File: config.mk
export PLATFORM = sky130hd
export DESIGN_NAME = rvga_cachebus_arbiter
export DESIGN_NICKNAME = d
export VERILOG_FILES = /design/src/rtl/rvga_cachebus_arbiter_pkg.sv /design/src/rtl/rvga_cachebus_arbiter_wdog.sv /design/src/rtl/rvga_cachebus_arbiter.sv
export SDC_FILE = /design/constraint.sdc
export NUM_CORES = 1
export LEC_CHECK = 0
export CORE_AREA = 2 2 117 119
export DETAILED_ROUTE_END_ITERATION = 10
export DIE_AREA = 0 0 119 121
export SYNTH_ARGS = -nofsm -noshare
export SYNTH_HDL_FRONTEND = slang
export SYNTH_SLANG_ARGS = --single-unit
File: constraint.sdc
create_clock -name clk_i -period 2.3 [get_ports clk_i]
set_input_delay 0.46 -clock clk_i [delete_from_list [all_inputs] [get_ports clk_i]]
set_output_delay 0.46 -clock clk_i [all_outputs]
set_load 0.01 [all_outputs]
File: src/rtl/rvga_cachebus_arbiter_pkg.sv
`default_nettype none
// ============================================================================
// Module : rvga_cachebus_arbiter_pkg
// Brief  : Shared types and grant encodings for the cachebus arbiter.
// Rev    : 1.0  initial release
// ============================================================================
package rvga_cachebus_arbiter_pkg;

    typedef logic [31:0] rvga_word;

    typedef enum logic [1:0] {
        ARB_IDLE   = 2'd0,
        ARB_OWN_M0 = 2'd1,
        ARB_OWN_M1 = 2'd2
    } rvga_arb_state_e;

    localparam logic [1:0] c_grant_none = 2'b00;
    localparam logic [1:0] c_grant_m0   = 2'b01;
    localparam logic [1:0] c_grant_m1   = 2'b10;

endpackage
`default_nettype wire

File: src/rtl/rvga_cachebus_arbiter_wdog.sv
`default_nettype none
// ============================================================================
// Module : rvga_cachebus_arbiter_wdog
// Brief  : Saturating busy-cycle counter with a sticky stall flag.
// Rev    : 1.0  initial release
// ============================================================================
module rvga_cachebus_arbiter_wdog #(
    parameter int unsigned WDOG_CYCLES = 1024
) (
    input  logic clk_i,
    input  logic rst_ni,
    input  logic enter_i,
    input  logic own_i,
    input  logic resp_i,
    output logic err_o
);

    generate
        if (WDOG_CYCLES > 0) begin : g_wdog_on
            localparam int unsigned CW = $clog2(WDOG_CYCLES + 1);
            localparam logic [CW-1:0] c_limit = CW'(WDOG_CYCLES);

            logic [CW-1:0] cnt_q, cnt_d;
            logic          err_q, err_d;

            always_comb begin
                cnt_d = cnt_q;
                if (enter_i || resp_i) begin
                    cnt_d = '0;
                end else if (own_i && (cnt_q != c_limit)) begin
                    cnt_d = cnt_q + 1'b1;
                end
                err_d = err_q | (cnt_d == c_limit);
            end

            always_ff @(posedge clk_i) begin
                if (!rst_ni) begin
                    cnt_q <= '0;
                    err_q <= 1'b0;
                end else begin
                    cnt_q <= cnt_d;
                    err_q <= err_d;
                end
            end

            assign err_o = err_q;
        end else begin : g_wdog_off
            logic w_unused;
            assign w_unused = ^{clk_i, rst_ni, enter_i, own_i, resp_i};
            assign err_o    = 1'b0;
        end
    endgenerate

endmodule
`default_nettype wire

File: src/rtl/rvga_cachebus_arbiter.sv
`default_nettype none
// ============================================================================
// Module : rvga_cachebus_arbiter
// Brief  : Two-master cachebus arbiter granting whole transactions to one memory port.
// Rev    : 1.0  initial release
// ============================================================================
module rvga_cachebus_arbiter
    import rvga_cachebus_arbiter_pkg::*;
#(
    parameter bit          FIXED_PRIO  = 1'b0,
    parameter int unsigned WDOG_CYCLES = 1024
) (
    input  logic       clk_i,
    input  logic       rst_ni,
    input  rvga_word   m0_addr_i,
    input  logic       m0_read_i,
    input  logic       m0_write_i,
    input  rvga_word   m0_wdata_i,
    output rvga_word   m0_rdata_o,
    output logic       m0_resp_o,
    input  rvga_word   m1_addr_i,
    input  logic       m1_read_i,
    input  logic       m1_write_i,
    input  rvga_word   m1_wdata_i,
    output rvga_word   m1_rdata_o,
    output logic       m1_resp_o,
    output rvga_word   mem_addr_o,
    output logic       mem_read_o,
    output logic       mem_write_o,
    output rvga_word   mem_wdata_o,
    input  rvga_word   mem_rdata_i,
    input  logic       mem_resp_i,
    output logic [1:0] grant_o,
    output logic       wdog_err_o
);

    rvga_arb_state_e state_q;
    logic [1:0]      grant_q;
    logic            last_m1_q;

    logic w_m0_req, w_m1_req, w_enter, w_own;

    assign w_m0_req = m0_read_i | m0_write_i;
    assign w_m1_req = m1_read_i | m1_write_i;
    assign w_own    = (state_q != ARB_IDLE);
    assign w_enter  = (state_q == ARB_IDLE) && (w_m0_req || w_m1_req);

    // Returning to IDLE after every resp keeps a just-completed request from being re-issued.
    always_ff @(posedge clk_i) begin
        if (!rst_ni) begin
            state_q   <= ARB_IDLE;
            grant_q   <= c_grant_none;
            last_m1_q <= 1'b1;
        end else begin
            unique case (state_q)
                ARB_IDLE: begin
                    if (w_m0_req && (!w_m1_req || (!FIXED_PRIO && last_m1_q))) begin
                        state_q <= ARB_OWN_M0;
                        grant_q <= c_grant_m0;
                    end else if (w_m1_req) begin
                        state_q <= ARB_OWN_M1;
                        grant_q <= c_grant_m1;
                    end
                end
                ARB_OWN_M0: begin
                    if (mem_resp_i) begin
                        state_q   <= ARB_IDLE;
                        grant_q   <= c_grant_none;
                        last_m1_q <= 1'b0;
                    end
                end
                ARB_OWN_M1: begin
                    if (mem_resp_i) begin
                        state_q   <= ARB_IDLE;
                        grant_q   <= c_grant_none;
                        last_m1_q <= 1'b1;
                    end
                end
                default: begin
                    state_q <= ARB_IDLE;
                    grant_q <= c_grant_none;
                end
            endcase
        end
    end

    always_comb begin
        mem_addr_o  = '0;
        mem_read_o  = 1'b0;
        mem_write_o = 1'b0;
        mem_wdata_o = '0;
        m0_rdata_o  = '0;
        m0_resp_o   = 1'b0;
        m1_rdata_o  = '0;
        m1_resp_o   = 1'b0;
        case (state_q)
            ARB_OWN_M0: begin
                mem_addr_o  = m0_addr_i;
                mem_read_o  = m0_read_i;
                mem_write_o = m0_write_i;
                mem_wdata_o = m0_wdata_i;
                m0_rdata_o  = mem_rdata_i;
                m0_resp_o   = mem_resp_i;
            end
            ARB_OWN_M1: begin
                mem_addr_o  = m1_addr_i;
                mem_read_o  = m1_read_i;
                mem_write_o = m1_write_i;
                mem_wdata_o = m1_wdata_i;
                m1_rdata_o  = mem_rdata_i;
                m1_resp_o   = mem_resp_i;
            end
            default: ;
        endcase
    end

    assign grant_o = grant_q;

    rvga_cachebus_arbiter_wdog #(
        .WDOG_CYCLES (WDOG_CYCLES)
    ) u_wdog (
        .clk_i   (clk_i),
        .rst_ni  (rst_ni),
        .enter_i (w_enter),
        .own_i   (w_own),
        .resp_i  (mem_resp_i),
        .err_o   (wdog_err_o)
    );

    // Master protocol violations: forwarded unchanged, flagged in simulation only.
    a_m0_rw_excl: assert property (@(posedge clk_i) disable iff (!rst_ni) !(m0_read_i && m0_write_i));
    a_m1_rw_excl: assert property (@(posedge clk_i) disable iff (!rst_ni) !(m1_read_i && m1_write_i));
    a_m0_hold:    assert property (@(posedge clk_i) disable iff (!rst_ni) (state_q == ARB_OWN_M0) |-> w_m0_req);
    a_m1_hold:    assert property (@(posedge clk_i) disable iff (!rst_ni) (state_q == ARB_OWN_M1) |-> w_m1_req);

endmodule
`default_nettype wire

Word-level counts from Yosys, hierarchy flattened
Index checks and enable logic that the tools add are counted.
{"block": "totals", "romBits": 0, "register_bits": 15, "mem_count": 0, "output_inout_bits": 135, "latchBits": 0, "ramBits": 0, "word_cells": 46}
{"block": "op_classes", "shift": 0, "eq_ne": 8, "order_cmp": 0, "addsub": 1, "muxes": 17, "bitwise": 3, "div_mod_pow": 0, "reduce_logical": 13, "mul": 0}
{"operator": "case mux 32 bit (2 select lines)", "n": 2}
{"operator": "two-way mux 32 bit", "n": 2}
{"operator": "two-way mux 11 bit", "n": 2}
{"operator": "adder 11 x 1 -> 11 bit, second input constant", "n": 1}
{"operator": "equality test 11 bit, second input constant", "n": 1}
{"operator": "!= test 11 bit, second input constant", "n": 1}
{"operator": "two-way mux 2 bit", "n": 3}
{"operator": "case mux 1 bit (2 select lines)", "n": 3}
{"operator": "two-way mux 1 bit", "n": 4}
{"operator": "!= test 2 bit, second input constant", "n": 2}
{"operator": "case mux 2 bit (2 select lines)", "n": 1}
{"operator": "nonzero test 2 bit", "n": 2}
{"operator": "logical AND 1 bit", "n": 3}
{"operator": "logical OR 1 bit", "n": 3}
{"operator": "!= test 3 x 2 -> 1 bit, second input constant", "n": 1}
{"operator": "bitwise OR 1 bit", "n": 3}
{"operator": "AND reduction 3 bit", "n": 1}
{"operator": "equality test 2 x 1 -> 1 bit, second input constant", "n": 1}
{"operator": "equality test 2 bit, second input constant", "n": 1}
{"operator": "zero test 2 bit", "n": 1}
{"operator": "!= test 2 x 1 -> 1 bit, second input constant", "n": 1}
{"operator": "AND reduction 2 bit", "n": 1}
{"operator": "OR reduction 2 bit", "n": 1}
{"operator": "zero test 1 bit", "n": 1}

Depth between registers and ports, before layout
{"block": "logic_depth", "ltp_word": 7, "depth_mapped": 7, "depth_no_buf": 7}

Cells and area by module
A second synthesis with hierarchy kept.
{"block": "hier_totals", "cells_unflattened": 335, "hier_area_um2": 2399.8}
{"module": "rvga_cachebus_arbiter", "seq_area_each_um2": 60.1, "cells_each": 252, "area_each_um2": 1679.1, "n_inst": 1}
{"module": "rvga_cachebus_arbiter_wdog", "seq_area_each_um2": 240.2, "cells_each": 83, "area_each_um2": 720.7, "n_inst": 1}

Worst setup path after synthesis
Ideal clock, no wire load.
{"block": "synth_path", "path_kind": "reg-to-output", "start": "reg, netlist name grant_o[0]", "end": "out mem_addr_o[11]", "t_required_ps": 1840, "slack_ps": 363, "arrival_time_ps": 1477, "n_path_buf": 2, "path_stages_with_launch": 6, "cell_sequence": "dfxtp_1 -> inv_1 -> ha_1 -> clkbuf_1 -> clkbuf_1 -> nor2b_1"}
{"element": "end, declared", "line": "rvga_cachebus_arbiter.sv:27", "source": "output rvga_word mem_addr_o,"}

==> results.cfg <==
[cells_and_area]
fill_cells = 1290
finalCoreUtilization = 0.451
fin_nets = 806
final_common_cell = clkdlybuf4s50_1
layout_common_cells = 191 x clkdlybuf4s50_1, 78 x dlygate4sd2_1, 68 x nor2b_1, 66 x and2_1, 62 x a22oi_1
layout-drive-gt1-share = 0.0616
syn2layout_area_growth_pct = 152
final_cells = 810

[sta]
clock_skew_ns = 0.000996
fin_crit_sh = 0.975
tightest_slew_ns = 0.446
final_hold_viol_count = 0
slew_viol_final = 0
setup_viol = 0
finalCriticalPeriod_ns = 2.24
slew_headroom = 0.701
max_freq_ghz = 0.446

[power]
power_density_nw_per_um2 = 362
p_leak_nw = 2.80
design_power_total_mw = 2.14
ir_drop_mv = 0.310

[drt]
vias = 3618
drtIter0Drc = 194
drt-pass1-iter-count = 4
drt-wirelength-per-cell_um = 17.9
postRouteWirelength_um = 14500
drc_errors = 0
avgViaCountPerCell = 4.47
drt.antenna.violating_nets = 0

[clock_network]
cts_buffers = 3
clk_latency_ns = 0.24
cts-root-buf = clkbuf_16
clockBufferDepth = 2
clock_sinks = 15
cts.clk_slew.worst_paths_ns = 0.05
cts_tree = built
cts.htree.levels = 1

[floorplanning]
die_area_um2 = 14400
die_w_um = 119
rows = 42
start_util = 0.179
io_pins = 302
die_h_um = 121
coreArea_um2 = 13100

[setup_path]
worst_r2r_path_depth = 7
crit_slowest_cell = clkdlybuf4s50_1
cp_max_fo = 18
critPathMaxStageDelay_ns = 0.53
arrival_ns = 1.78
cp_data_required_time_ns = 1.84
rr_endpoint = u_wdog.err_o
rrSetupSlack_ns = 0.39
r2r_start = grant_o[1]
criticalPathCategory = register to output pin
worstSetupStartpointType = register
worstPathCellList = inv_2 -> ha_4 -> buf_12 -> and2_1 -> clkdlybuf4s50_1
crit_start = grant_o[1]
endpoint_kind = output pin

[run]
drv_cap = 0

[placed_design]
place_inst = 799
gp_congestion = 0.825
dp_hpwl_um = 11300
io_buffers = 301

[synth]
ys_seq_area_frac = 0.128
netlist_instances = 341
synth_edf_count = 0
synth-async-reset-ratio = 0
syn-num-nets = 513
synth_top_flop_cell = dfxtp_1
ys_types = 38
synth-seq-cells = 15
yosys_warnings = 0
synth_area_per_cell_um2 = 6.87
syn_area_um2 = 2340

[hold_path]
hp-start = u_wdog.err_o
holdCritPathClass = register to register
holdPathEnd = u_wdog.err_o
whs_path_depth = 1

[global_routing]
grt_pass1_vias = 3374
antenna_found_initial = 2
grt_max_degree = 44
overflow = 0
grt_pass1_wl_um = 20100
grt_use_total = 0.179

[status]
status = complete, no violations
## cell usage after synthesis, types with 3 or more instances
library cell  instances  share of area
and3_1                3         0.0080
a21oi_1               3         0.0064
ha_1                  5          0.027
nand2_1               8          0.013
nor2_1               18          0.029
nor3_1                5          0.011
inv_1                 9          0.014
dfxtp_1              15           0.13
nor2b_1              68           0.18
clkbuf_1             33          0.053
xnor2_1              10          0.037
a22oi_1              67           0.21
and2_1               66           0.18
## cells by family (layout without fill, tap and decap cells)
family / Yosys count / after routing / share of synthesized area
simple gates: 180 / 180 / 0.455
compound gates: 84 / 84 / 0.270
buf+inv: 44 / 336 / 0.0710
flops: 15 / 15 / 0.128
xor+xnor: 11 / 11 / 0.0411
fa+ha+maj: 5 / 5 / 0.0267
mux: 2 / 2 / 0.00855
other cells: 0 / 1 / 0
## how the worst max path moves through the flow
stage                                end  slack [ns]  depth (start not counted)
final                     m0_rdata_o[12]        0.06                          5
after global routing      m0_rdata_o[12]     -0.0006                          5
after CTS                  m0_rdata_o[7]      -0.002                          5
after detailed placement    u_wdog.err_o       -0.03                          6
after global placement      u_wdog.err_o       -0.02                          6
after floorplan           mem_addr_o[11]        0.36                          5
## critical path: cells and delay by family, from the launching register on
| kind | cells | cell delay [ns] |
|---|---|---|
| DFF | 1 | 0.35 |
| adders and majority gates | 1 | 0.26 |
| and+or+nand+nor | 1 | 0.12 |
| buffers and inverters | 3 | 0.80 |
## through the flow
step	cell area, um^2	hold WS (ns)	setup slack [ns]	TNS (ns)
floorplan	2340	0.466	0.363	0
global placement	5660	0.479	-0.0179	-0.0203
detailed placement	5660	0.463	-0.0349	-0.0382
CTS	5750	0.478	-0.00161	-0.00254
global route	5900	0.508	-0.000573	-0.000573
finish	5900	0.477	0.0565	0
## power breakdown
group,switching [mW],total [mW],internal (mW)
combinational,0.640,1.52,0.880
sequential,0.00943,0.279,0.269
clock,0.104,0.339,0.235
## state kept, by name (all words and copies together), names as in the netlist
register,count
u_wdog.err_o,1
u_wdog.g_wdog_on.cnt_q,11
grant_o,2
last_m1_q,1
## cell type report
type	instances	area [um^2]	share of cell area
timing repair buffer	323	3330	0.563
tap	176	220	0.0373
sequential	15	303	0.0513
antenna	1	2.50	0.000424
clock buffer	4	78.8	0.0134
inverter	9	33.8	0.00572
multi-input combinational	282	1940	0.328
## per-layer routing
metal  track usage  part of all wire
met1         0.217              0.40
met2         0.320              0.50
met3        0.0367             0.067
met4        0.0506             0.029
met5             0           0.00096
## what timing repair did
| action | CTS | global route |
|---|---|---|
| gates resized for setup | 96 | 36 |
| buffers inserted | 1 | 1 |
| gates cloned | 2 | 2 |
| setup endpoints to repair | 87 | 39 |
| hold buffers | 0 | 0 |
| pin swaps | 1 | 0 |
Power figures use the tool's default switching activity.
